$ cat src/rtl/hazard_ctrl.sv
// Pipeline hazard unit: load-use stall, three-cycle branch flush FSM, EX operand forwarding.
// Optional performance counters (StallCnt/FlushCnt) are built when HAZARD_PERF_CNT_EN is defined.
module hazard_ctrl (
   input  logic        clk,
   input  logic        reset,
   input  logic [4:0]  RsAddr_id,
   input  logic [4:0]  RtAddr_id,
   input  logic        Branch_id,
   input  logic        MemRead_ex,
   input  logic        RegWrite_ex,
   input  logic [4:0]  RegWriteAddr_ex,
   input  logic [4:0]  RsAddr_ex,
   input  logic [4:0]  RtAddr_ex,
   input  logic        RegWrite_mem,
   input  logic [4:0]  RegWriteAddr_mem,
   input  logic        BranchTaken_mem,
   input  logic        RegWrite_wb,
   input  logic [4:0]  RegWriteAddr_wb,
   output logic        PCWrite,
   output logic        IFIDWrite,
   output logic        IFID_Flush,
   output logic        IDEX_Flush,
   output logic [1:0]  ForwardA_ex,
   output logic [1:0]  ForwardB_ex
`ifdef HAZARD_PERF_CNT_EN
   ,
   output logic [31:0] StallCnt,
   output logic [31:0] FlushCnt
`endif
);

   typedef enum logic [1:0] {
      IDLE   = 2'b00,
      BR_EX  = 2'b01,
      BR_MEM = 2'b10
   } state_t;

   state_t r_state;
   state_t w_next;
   logic   w_load_use;
   logic   w_unused;

   // Load-use detection keys on MemRead alone; the EX write enable plays no part.
   assign w_unused   = RegWrite_ex;
   assign w_load_use = MemRead_ex && (RegWriteAddr_ex != 5'd0) &&
                       ((RegWriteAddr_ex == RsAddr_id) || (RegWriteAddr_ex == RtAddr_id));

   always_ff @(posedge clk) begin
      if (!reset) r_state <= IDLE;
      else        r_state <= w_next;
   end

   always_comb begin
      w_next     = IDLE;
      PCWrite    = 1'b1;
      IFIDWrite  = 1'b1;
      IFID_Flush = 1'b0;
      IDEX_Flush = 1'b0;
      if (reset) begin
         case (r_state)
            BR_EX: begin
               PCWrite    = 1'b0;
               IFID_Flush = 1'b1;
               w_next     = BR_MEM;
            end
            BR_MEM: begin
               IFID_Flush = BranchTaken_mem;
               w_next     = IDLE;
            end
            default: begin
               // Load-use wins over a coincident branch; the branch re-presents after the stall.
               if (w_load_use) begin
                  PCWrite    = 1'b0;
                  IFIDWrite  = 1'b0;
                  IDEX_Flush = 1'b1;
               end else if (Branch_id) begin
                  PCWrite    = 1'b0;
                  IFID_Flush = 1'b1;
                  w_next     = BR_EX;
               end
            end
         endcase
      end
   end

   function automatic logic [1:0] fwd_sel(input logic       rw_mem,
                                          input logic [4:0] wa_mem,
                                          input logic       rw_wb,
                                          input logic [4:0] wa_wb,
                                          input logic [4:0] src);
      logic [1:0] sel;
      sel = 2'b00;
      if (rw_mem && (wa_mem != 5'd0) && (wa_mem == src))   sel = 2'b10;
      else if (rw_wb && (wa_wb != 5'd0) && (wa_wb == src)) sel = 2'b01;
      return sel;
   endfunction

   always_comb begin
      ForwardA_ex = '0;
      ForwardB_ex = '0;
      if (reset) begin
         ForwardA_ex = fwd_sel(RegWrite_mem, RegWriteAddr_mem, RegWrite_wb, RegWriteAddr_wb, RsAddr_ex);
         ForwardB_ex = fwd_sel(RegWrite_mem, RegWriteAddr_mem, RegWrite_wb, RegWriteAddr_wb, RtAddr_ex);
      end
   end

`ifdef HAZARD_PERF_CNT_EN
   // IDEX_Flush is asserted only for a load-use stall, so it doubles as the stall event.
   always_ff @(posedge clk) begin
      if (!reset) begin
         StallCnt <= '0;
         FlushCnt <= '0;
      end else begin
         if (IDEX_Flush && (StallCnt != '1)) StallCnt <= StallCnt + 32'd1;
         if (IFID_Flush && (FlushCnt != '1)) FlushCnt <= FlushCnt + 32'd1;
      end
   end
`endif

endmodule

$ cat config.mk
export PLATFORM = sky130hd
export DESIGN_NAME = hazard_ctrl
export DESIGN_NICKNAME = d
export VERILOG_FILES = /design/src/rtl/hazard_ctrl.sv
export SDC_FILE = /design/constraint.sdc
export NUM_CORES = 1
export LEC_CHECK = 0
export BUFFER_PORTS_ARGS = -buffer_cell sky130_fd_sc_hd__buf_2
export CELL_PAD_IN_SITES_DETAIL_PLACEMENT = 0
export CELL_PAD_IN_SITES_GLOBAL_PLACEMENT = 1
export CORE_UTILIZATION = 24
export CTS_CLUSTER_DIAMETER = 200
export DETAILED_ROUTE_END_ITERATION = 7
export GPL_TIMING_DRIVEN = 1
export PLACE_DENSITY_LB_ADDON = 0.1
export SYNTH_ARGS = -nofsm -noshare
export SYNTH_HDL_FRONTEND = slang
export SYNTH_SLANG_ARGS = --single-unit
$ cat constraint.sdc
create_clock -name clk -period 1.4 [get_ports clk]
set_clock_uncertainty 0.05 [all_clocks]
set_input_delay 0.14 -clock clk [delete_from_list [all_inputs] [get_ports clk]]
set_output_delay 0.14 -clock clk [all_outputs]
set_load 0.02 [all_outputs]
==> flow_summary.json <==
{
  "run_status": "complete, but fails checks",
  "violations": "negative setup slack",
  "area_growth_pct": 113,
  "cts_inserted_buffers": 3,
  "root_buffer": "clkbuf_4",
  "track_usage_pct": 17.4,
  "h-tree-depth": 1,
  "via_per_inst": 4.57,
  "antenna_left": 0,
  "ys_seq_area_share_pct": 6.82,
  "ir_drop_mv": 0.309,
  "die-area_mm2": 0.00265,
  "path_cells": "buf_2 > or4_4 > o21a_4 > o32a_1 > o21ai_2 > buf_6",
  "instances_no_fill": 175,
  "synth_area_leaders": "xnor2_1 24%, xor2_1 21%, dfxtp_1 6.8%, ha_1 6.4%, nand3_1 4.3%",
  "worst_slew_pin_slew_ns": 0.318,
  "cp_slowest_cell": "or4_4",
  "cts_hold_buf": 0,
  "timing.final.ws_setup_ns": -0.178,
  "wl_mm": 2.01,
  "drt-initial-drc-count": 2,
  "mappedNetlistArea_um2": 587,
  "setup_viol": 8,
  "crit_type": "input pin to primary output",
  "final-hold-violation-count": 0,
  "cp_top_family": "simple AND/OR/NAND/NOR gates",
  "dr.pass1.iters": 3,
  "crit_required_ns": 1.21,
  "n_fill_cell": 227,
  "dpl.cell_count": 171,
  "finalMaxSlewViolations": 0,
  "slew_headroom_pct": 78.6,
  "leakage_nw": 0.548,
  "yosysWarnings": 0,
  "multi_input_area_um2": 658,
  "seqCellArea_um2": 42.5,
  "vias": 800,
  "drc": 0,
  "min_path_type": "input pin to flop",
  "synthDistinctLibCells": 26,
  "rsz0062_at_grt": "true",
  "antenna_cells": 0,
  "regMostFlops": "r_state",
  "die_height_um": 51.4,
  "avgRoutedWirePerCell_um": 11.5,
  "grt_pass1_wl_mm": 3.52,
  "clkTransAtPathRegs_ns": 0.03,
  "start_util_pct": 26.0,
  "avgSynthCellArea_um2": 7.72,
  "maxCapViolCount": 0,
  "critPathBufInv": 2,
  "yosys.area.top_type": "xnor2_1",
  "ys_seq_elements": 2,
  "grt_pass1_vias": 878,
  "largest_reg_flops": 2,
  "rows": 17,
  "drive_gt1_share_pct": 64.6,
  "fmax_mhz": 634,
  "fin_total_pwr_w": 0.000553,
  "die-width_um": 51.4,
  "synthCells": 76,
  "dpl.hpwl_mm": 1.61,
  "tns_ns": -0.968,
  "cp-end-kind": "primary output",
  "grt_max_degree": 11,
  "fin_nets": 195,
  "cts_tree": "built",
  "clock-sinks": 2,
  "critPathMaxStageDelay_ns": 0.54,
  "path_max_fanout": 4,
  "crit_arrival_ns": 1.39,
  "top_level_ports": 51,
  "synth_nets": 122,
  "antenna_found_initial": 0,
  "netlist.area_leader.share_pct": 23.9,
  "grt-ovfl-total": 0,
  "port_buffers": 49,
  "power_density_mw_per_mm2": 443,
  "min_period_ns": 1.58,
  "top_regs": "r_state (2)",
  "place_congestion": 0.762,
  "clock_path_buffers": 2,
  "start_kind": "input pin",
  "timing.final.crit_share_pct": 113,
  "core_area_mm2": 0.00225,
  "clk_latency_ns": 0.22
}
[worst paths after layout]
check / start / end / slack (ns) / depth (start not counted)
setup / recovery: RegWriteAddr_ex[3] / IFID_Flush / -0.18 / 6
hold / removal: MemRead_ex / r_state[0] / 0.21 / 3
setup reg to reg: r_state[0] / r_state[0] / 0.27 / 5
hold reg to reg: r_state[1] / r_state[1] / 0.63 / 3
[tightest hold or removal path: stages]
cell     delay [ns]
buf_2          0.10
o21a_4         0.13
a21oi_1        0.06
[where the power goes]
part | switching [W] | leakage (nW) | internal, W | total (W)
sequential | 0.00000261 | 0.0172 | 0.0000618 | 0.0000644
combinational | 0.000166 | 0.517 | 0.000195 | 0.000360
clock | 0.0000335 | 0.0138 | 0.0000946 | 0.000128
total | 0.000202 | 0.548 | 0.000351 | 0.000553
[metal layers]
layer	wire length (um)	global-route usage, %
met1	819	20.5
met2	1080	32.9
met3	108	1.79
met4	0	4.05
met5	0	0
[area by class of cell]
| class | count | area share (%) |
|---|---|---|
| tap | 28 | 2.81 |
| clock buffer | 3 | 1.81 |
| inverter | 5 | 1.50 |
| multi-input combinational | 68 | 52.8 |
| timing repair buffer | 69 | 37.7 |
| sequential | 2 | 3.41 |
[cell families (layout without fill, tap and decap cells)]
kind of cell | after synthesis | count (layout) | synth area share, %
xor+xnor | 30 | 30 | 44.8
simple gates | 22 | 22 | 23.7
compound gates | 13 | 13 | 14.5
buf+inv | 6 | 77 | 3.84
fa+ha+maj | 3 | 3 | 6.40
flops | 2 | 2 | 6.82
[per-stage QoR]
stage	setup slack, ns	utilization, %	instance area, um2	hold slack [ns]
detailed placement	-0.251	45.9	1030	0.444
finish	-0.178	55.3	1250	0.206
CTS	-0.190	54.1	1220	0.228
global placement	-0.230	45.9	1030	0.441
floorplan	-0.0915	-	616	0.300
global route	-0.219	55.3	1250	0.224
[cell usage in the layout, fill, tap and decap left out, types with 3 or more instances in the layout]
cell type / Yosys / final
inv_1: 5 / 4
xnor2_1: 16 / 16
or4_4: 1 / 3
xor2_1: 14 / 13
buf_4: 0 / 21
clkbuf_4: 0 / 3
nor4_4: 0 / 3
buf_6: 0 / 10
nand3_1: 5 / 4
buf_2: 0 / 37
[cell usage after synthesis]
library cell,n
a21oi_1,4
and2_1,2
and2_2,1
and4_1,1
clkbuf_1,1
dfxtp_1,2
ha_1,3
inv_1,5
nand2_1,2
nand3_1,5
nand4_1,1
nor2_1,1
nor3_1,2
nor4_1,3
nor4_2,1
o2111ai_1,2
o21a_1,1
o21ai_0,2
o21ai_1,1
o21ai_2,1
o22ai_1,1
o32a_1,1
or4_1,2
or4_4,1
xnor2_1,16
xor2_1,14
[timing repair]
item / 4_1_cts / 5_1_grt
setup endpoints to repair: 8 / 8
gates cloned: 0 / 0
pin swaps: 14 / 7
setup buffers: 2 / 0
gates resized for setup: 35 / 6
hold endpoints to repair: 0 / 0
Note: power is estimated with default switching activity, not from simulation.
